==> src/rtl/i2c_target_regfile.sv <==
// I2C target with an 8-bit-addressed register file and a write side port.
// Bus pins are synchronized to clk_i; state changes follow SCL edges.
module i2c_target_regfile #(
  parameter logic [6:0] DEV_ADDR = 7'h39,
  parameter int         NREGS    = 256
) (
  input  logic       clk_i,
  input  logic       rst_n_i,
  input  logic       scl_i,
  input  logic       sda_i,
  output logic       sda_oe_o,
  output logic       wr_valid_o,
  output logic [7:0] wr_addr_o,
  output logic [7:0] wr_data_o,
  output logic       busy_o,
  input  logic [7:0] dbg_addr_i,
  output logic [7:0] dbg_data_o
);

  localparam logic [3:0] S_IDLE      = 4'd0;
  localparam logic [3:0] S_ADDR      = 4'd1;
  localparam logic [3:0] S_ADDR_ACK  = 4'd2;
  localparam logic [3:0] S_REG       = 4'd3;
  localparam logic [3:0] S_REG_ACK   = 4'd4;
  localparam logic [3:0] S_WDATA     = 4'd5;
  localparam logic [3:0] S_WDATA_ACK = 4'd6;
  localparam logic [3:0] S_RDATA     = 4'd7;
  localparam logic [3:0] S_RDATA_ACK = 4'd8;
  localparam logic [3:0] S_IGNORE    = 4'd9;

  logic       r_scl_s1, r_scl_s2, r_scl_prev;
  logic       r_sda_s1, r_sda_s2, r_sda_prev;
  logic [3:0] r_state;
  logic [3:0] r_bitcnt;
  logic [7:0] r_shift;
  logic [7:0] r_ptr;
  logic       r_rw;
  logic       r_mack;
  logic       r_sda_oe;
  logic       r_wr_valid;
  logic [7:0] r_wr_addr;
  logic [7:0] r_wr_data;
  logic [7:0] r_rd_data;
  logic [7:0] r_dbg_data;
  logic [7:0] r_mem [NREGS];

  logic       w_start, w_stop, w_scl_rise, w_scl_fall;
  logic [7:0] w_byte;
  logic       w_ptr_ok, w_dbg_ok, w_wr_en;

  // Synchronizers idle high so reset release never fakes a bus event
  always_ff @(posedge clk_i or negedge rst_n_i) begin
    if (!rst_n_i) begin
      r_scl_s1   <= 1'b1;
      r_scl_s2   <= 1'b1;
      r_scl_prev <= 1'b1;
      r_sda_s1   <= 1'b1;
      r_sda_s2   <= 1'b1;
      r_sda_prev <= 1'b1;
    end else begin
      r_scl_s1   <= scl_i;
      r_scl_s2   <= r_scl_s1;
      r_scl_prev <= r_scl_s2;
      r_sda_s1   <= sda_i;
      r_sda_s2   <= r_sda_s1;
      r_sda_prev <= r_sda_s2;
    end
  end

  assign w_start    = r_scl_s2 & r_scl_prev & r_sda_prev & ~r_sda_s2;
  assign w_stop     = r_scl_s2 & r_scl_prev & ~r_sda_prev & r_sda_s2;
  assign w_scl_rise = r_scl_s2 & ~r_scl_prev;
  assign w_scl_fall = ~r_scl_s2 & r_scl_prev;
  assign w_byte     = {r_shift[6:0], r_sda_s2};
  assign w_ptr_ok   = ({1'b0, r_ptr} < 9'(NREGS));
  assign w_dbg_ok   = ({1'b0, dbg_addr_i} < 9'(NREGS));
  assign w_wr_en    = !w_start && !w_stop && w_scl_rise &&
                      (r_state == S_WDATA) && (r_bitcnt == 4'd7);

  always_ff @(posedge clk_i or negedge rst_n_i) begin
    if (!rst_n_i) begin
      r_state    <= S_IDLE;
      r_bitcnt   <= 4'd0;
      r_shift    <= 8'h00;
      r_ptr      <= 8'h00;
      r_rw       <= 1'b0;
      r_mack     <= 1'b0;
      r_sda_oe   <= 1'b0;
      r_wr_valid <= 1'b0;
      r_wr_addr  <= 8'h00;
      r_wr_data  <= 8'h00;
    end else begin
      r_wr_valid <= 1'b0;
      if (w_start) begin
        r_state  <= S_ADDR;
        r_bitcnt <= 4'd0;
        r_sda_oe <= 1'b0;
      end else if (w_stop) begin
        r_state  <= S_IDLE;
        r_bitcnt <= 4'd0;
        r_sda_oe <= 1'b0;
      end else if (w_scl_rise) begin
        case (r_state)
          S_ADDR, S_REG, S_WDATA: begin
            r_shift  <= w_byte;
            r_bitcnt <= r_bitcnt + 4'd1;
            if (w_wr_en) begin
              r_wr_valid <= 1'b1;
              r_wr_addr  <= r_ptr;
              r_wr_data  <= w_byte;
            end
          end
          S_RDATA: r_bitcnt <= r_bitcnt + 4'd1;
          S_RDATA_ACK: begin
            r_mack <= r_sda_s2;
            if (!r_sda_s2) r_ptr <= r_ptr + 8'd1;
          end
          default: ;
        endcase
      end else if (w_scl_fall) begin
        case (r_state)
          S_ADDR: if (r_bitcnt == 4'd8) begin
            r_bitcnt <= 4'd0;
            if (r_shift[7:1] == DEV_ADDR) begin
              r_state  <= S_ADDR_ACK;
              r_sda_oe <= 1'b1;
              r_rw     <= r_shift[0];
            end else begin
              r_state <= S_IGNORE;
            end
          end
          S_ADDR_ACK: begin
            if (r_rw) begin
              r_state  <= S_RDATA;
              r_shift  <= r_rd_data;
              r_sda_oe <= ~r_rd_data[7];
            end else begin
              r_state  <= S_REG;
              r_sda_oe <= 1'b0;
            end
          end
          S_REG: if (r_bitcnt == 4'd8) begin
            r_ptr    <= r_shift;
            r_bitcnt <= 4'd0;
            r_state  <= S_REG_ACK;
            r_sda_oe <= 1'b1;
          end
          S_REG_ACK: begin
            r_state  <= S_WDATA;
            r_sda_oe <= 1'b0;
          end
          S_WDATA: if (r_bitcnt == 4'd8) begin
            r_bitcnt <= 4'd0;
            r_state  <= S_WDATA_ACK;
            r_sda_oe <= 1'b1;
          end
          S_WDATA_ACK: begin
            r_ptr    <= r_ptr + 8'd1;
            r_state  <= S_WDATA;
            r_sda_oe <= 1'b0;
          end
          // Shift register moves left so bit 6 is always the next bit out
          S_RDATA: begin
            if (r_bitcnt == 4'd8) begin
              r_bitcnt <= 4'd0;
              r_state  <= S_RDATA_ACK;
              r_sda_oe <= 1'b0;
            end else begin
              r_sda_oe <= ~r_shift[6];
              r_shift  <= {r_shift[6:0], 1'b0};
            end
          end
          S_RDATA_ACK: begin
            if (!r_mack) begin
              r_state  <= S_RDATA;
              r_shift  <= r_rd_data;
              r_sda_oe <= ~r_rd_data[7];
            end else begin
              r_state  <= S_IGNORE;
              r_sda_oe <= 1'b0;
            end
          end
          default: ;
        endcase
      end
    end
  end

  always_ff @(posedge clk_i or negedge rst_n_i) begin
    if (!rst_n_i) begin
      for (int i = 0; i < NREGS; i++) r_mem[i] <= 8'h00;
    end else if (w_wr_en && w_ptr_ok) begin
      r_mem[r_ptr] <= w_byte;
    end
  end

  // r_rd_data tracks reg[ptr] continuously; ptr settles long before an SCL fall uses it
  always_ff @(posedge clk_i or negedge rst_n_i) begin
    if (!rst_n_i) begin
      r_rd_data  <= 8'h00;
      r_dbg_data <= 8'h00;
    end else begin
      r_rd_data  <= w_ptr_ok ? r_mem[r_ptr] : 8'h00;
      r_dbg_data <= w_dbg_ok ? r_mem[dbg_addr_i] : 8'h00;
    end
  end

  assign sda_oe_o   = r_sda_oe;
  assign wr_valid_o = r_wr_valid;
  assign wr_addr_o  = r_wr_addr;
  assign wr_data_o  = r_wr_data;
  assign dbg_data_o = r_dbg_data;
  assign busy_o     = (r_state != S_IDLE) && (r_state != S_IGNORE);

endmodule

==> config.mk <==
export PLATFORM = sky130hd
export DESIGN_NAME = i2c_target_regfile
export DESIGN_NICKNAME = d
export VERILOG_FILES = /design/src/rtl/i2c_target_regfile.sv
export SDC_FILE = /design/constraint.sdc
export NUM_CORES = 2
export LEC_CHECK = 0
export CORE_MARGIN = 3
export CORE_UTILIZATION = 45
export DETAILED_ROUTE_END_ITERATION = 8
export PLACE_DENSITY = 0.67
export SLEW_MARGIN = 20
export SYNTH_ARGS = -nofsm -noshare
export SYNTH_HDL_FRONTEND = slang
export SYNTH_SLANG_ARGS = --single-unit
==> constraint.sdc <==
create_clock -name clk_i -period 8 [get_ports clk_i]
set_input_delay 0.8 -clock clk_i [delete_from_list [all_inputs] [get_ports clk_i]]
set_output_delay 0.8 -clock clk_i [all_outputs]
set_load 0.01 [all_outputs]
==> run metrics <==
outcome finished clean; period utilization 70.16%; TritonCTS clock tree yes; sequential share of the synthesized area 46.49%; P_leak 0.05518 uW; register bit total from synthesis 2114; clk buf depth 3; placer congestion estimate 1.005; CTS buffer count 228; Post-CTS Hold Fix Bufs 1; XOR/XNOR Fraction of Synth Area 0.007695%; worst slew pin tran 1.337 ns; crit path DAT 6.36 ns; clock skew 0.06522 ns; Buffers on Ports 38; final wirelength 434900 um; maximum clock rate 0.1782 GHz; initial drt markers 10624; antenna violations before repair 31; Hold Vio Cnt, Final 0; global-route wire length before repair 616300 um; setup bufs post-CTS 0; final setup TNS 0 ns; Setup CP Type reg2reg; Die ar. 259000 um^2; clock-pin slew on the worst setup and hold paths 0.06 ns; Yosys warning total 0; RSZ-0062 raised after global routing no; GRT overflow 0; post-route minimum period 5.613 ns; total core area 250000 um^2; crit end category flip-flop; required time worst endpoint 8.74 ns; most common cell after layout, fill and taps aside dfrtp_1; largest net degree at the start of global routing 164; mux contribution to synthesized area 40.83%; # DRC 0; Multi-input gate area 58080 um^2; Reg-to-Reg Start r_ptr[0]; R2R cell count 9; DR WL/cell 38.92 um; Mapped Nets 7852; Area Overhead vs Synth 10.45%; largest family of logic cells by synthesized area multiplexers; GRT Resource Usage Total 33.42%; max-cap violation count 0; Via Count 77980; ys async rst share 100.0%; Max rail drop VDD 0.0002625 V; vias in the first global route 77944; FF/Latch Area 52960 um^2; Slew Viols, Final 0; post-synthesis cell area 113800 um^2; Worst Hold Endpoint r_sda_s1; nets 7645; Compound-Gate Fraction of Synth Area 5.091%; worst path cell trace buf_4 -> nand2b_1 -> a211oi_1 -> a2111oi_0 -> buf_4 -> o21ai_0 -> o21ai_0 -> nor4bb_1 -> nand4_1; Die H 508.9 um; power per cell area 227.6 nW/um^2; hold depth 1; worst skew pair latency 0.93 ns; Syn Inst Count 7831; CP peak stage delay 1.08 ns; cts repair resizes 0; Hold Startpoint sda_i; FP Rows 183; initial core utilization 45.52%; Startpoint Class flip-flop; clock sinks 2114; synthesized area per cell 14.53 um^2; EDFF count, synth 0; Layout Cells excl Fill 11175; DP Cell Count 10721; simple-gate portion of the synthesized area 4.690%; post-synthesis adder-cell area fraction 0.09894%; most frequent cells in the layout dfrtp_1, mux2_2, mux4_2; layout cells sized above 1 48.51%; worst-path fanout max 29; Fill cells 21046; Antenna Violating Nets Remaining 0; FF-to-FF End r_rd_data[4]; Die X 508.9 um; htree depth 4; Yosys cell types 84; Worst Hold Class in2reg; Relative slew margins 9.705%; most common flop cell mapped by yosys dfrtp_1; # setup viols final 0; root buffer cell clkbuf_16; Slowest cell on crit path nor4bb_1; I/O pin total 39; FF-to-FF setup slack 2.39 ns; DP HPWL 289500 um; mean number of vias per cell 6.978; first-pass iteration count of the detailed router 6
==> final cells by class <==
type	count	share of cell area, %
Sequential cell	2114	42.13
Multi-Input combinational cell	5006	46.20
Tap cell	3330	3.314
Timing Repair Buffer	256	1.901
Inverter	18	0.05574
Clock inverter	66	0.7704
Antenna cell	24	0.04777
Clock buffer	361	5.582
==> critical path: cells and delay by family (launching register included) <==
family / cells / cell delay, ns
flops: 1 / 1.03
simple gates: 3 / 1.98
compound gates: 4 / 1.52
buf+inv: 2 / 0.82
==> report_power, final <==
group	internal, uW	switching [uW]
Sequential	10800	547
Combinational	1420	4710
Clock	6440	4730
==> state kept, by name, indices dropped and copies added, names as in the netlist <==
signal      flops
r_state         4
r_mack          1
wr_data_o       8
dbg_data_o      8
r_scl_prev      1
r_ptr           8
r_sda_prev      1
r_mem        2048
r_rw            1
r_scl_s2        1
wr_valid_o      1
r_scl_s1        1
r_bitcnt        4
r_sda_s2        1
r_sda_s1        1
wr_addr_o       8
sda_oe_o        1
r_shift         8
r_rd_data       8
==> layer usage <==
layer | track usage (%) | wire (um) | vias up | part of all wire, %
li1 | - | - | 29992 | -
met1 | 43.80 | 164600 | 41987 | 38
met2 | 47.50 | 186600 | 4809 | 43
met3 | 11.10 | 49650 | 1166 | 11
met4 | 21.62 | 33910 | 26 | 7.8
met5 | 0 | 182 | - | 0.042
==> metrics by stage <==
step	util [%]	total power, uW	area, um^2	setup WS [ns]	hold slack [ns]
2_1_floorplan	-	14600	113800	4.879	0.3452
3_3_place_gp	47.00	17340	117500	2.540	0.3538
3_5_place_dp	47.04	17390	117600	2.624	0.3493
4_1_cts	50.24	28480	125600	2.585	0.2366
5_1_grt	50.26	29190	125700	2.518	0.2746
6_report	50.28	28620	125700	2.387	0.2776
==> synth_stat cells (9+ instances only) <==
cell / n / area share, %
o21ai_0: 66 / 0.29
nor2_1: 140 / 0.46
nand3_1: 102 / 0.45
a21oi_1: 161 / 0.71
nor4_1: 21 / 0.12
a22oi_1: 261 / 1.7
nor2b_1: 19 / 0.10
nand2b_1: 15 / 0.082
ha_1: 9 / 0.099
clkbuf_1: 407 / 1.3
a2111oi_0: 9 / 0.069
a221oi_1: 36 / 0.28
mux2i_1: 339 / 3.0
a22o_1: 35 / 0.27
nand2_1: 183 / 0.60
o2111ai_1: 11 / 0.085
a32oi_1: 18 / 0.14
o41ai_1: 9 / 0.069
mux2_1: 89 / 0.88
mux2_2: 1985 / 20
mux4_2: 871 / 17
a31oi_1: 23 / 0.13
buf_1: 63 / 0.21
buf_6: 16 / 0.16
o221ai_1: 44 / 0.34
nor3_1: 41 / 0.18
o22ai_1: 29 / 0.16
o211ai_1: 28 / 0.18
nor2_4: 130 / 1.3
inv_1: 15 / 0.049
and3_1: 18 / 0.099
nor2_2: 108 / 0.59
buf_4: 39 / 0.26
nand4_1: 38 / 0.21
a211oi_1: 36 / 0.24
dfrtp_1: 2108 / 46
buf_2: 165 / 0.73
or4_1: 9 / 0.059
==> kinds of logic after synthesis <==
| kind of cell | Yosys count |
|---|---|
| fa+ha+maj | 9 |
| flops | 2114 |
| buf+inv | 711 |
| mux | 3288 |
| compound gates | 820 |
| simple gates | 888 |
| xor+xnor | 1 |
==> worst max path at each step <==
stage	startpoint	endpoint	slack [ns]
floorplan	r_ptr[1]	r_mem[1913]	4.88
global placement	r_ptr[0]	r_rd_data[4]	2.54
detailed placement	r_ptr[0]	r_rd_data[4]	2.62
CTS	r_ptr[0]	r_rd_data[4]	2.59
global route	r_ptr[0]	r_rd_data[4]	2.52
finish	r_ptr[0]	r_rd_data[4]	2.39
(Power assumes the default switching activity.)
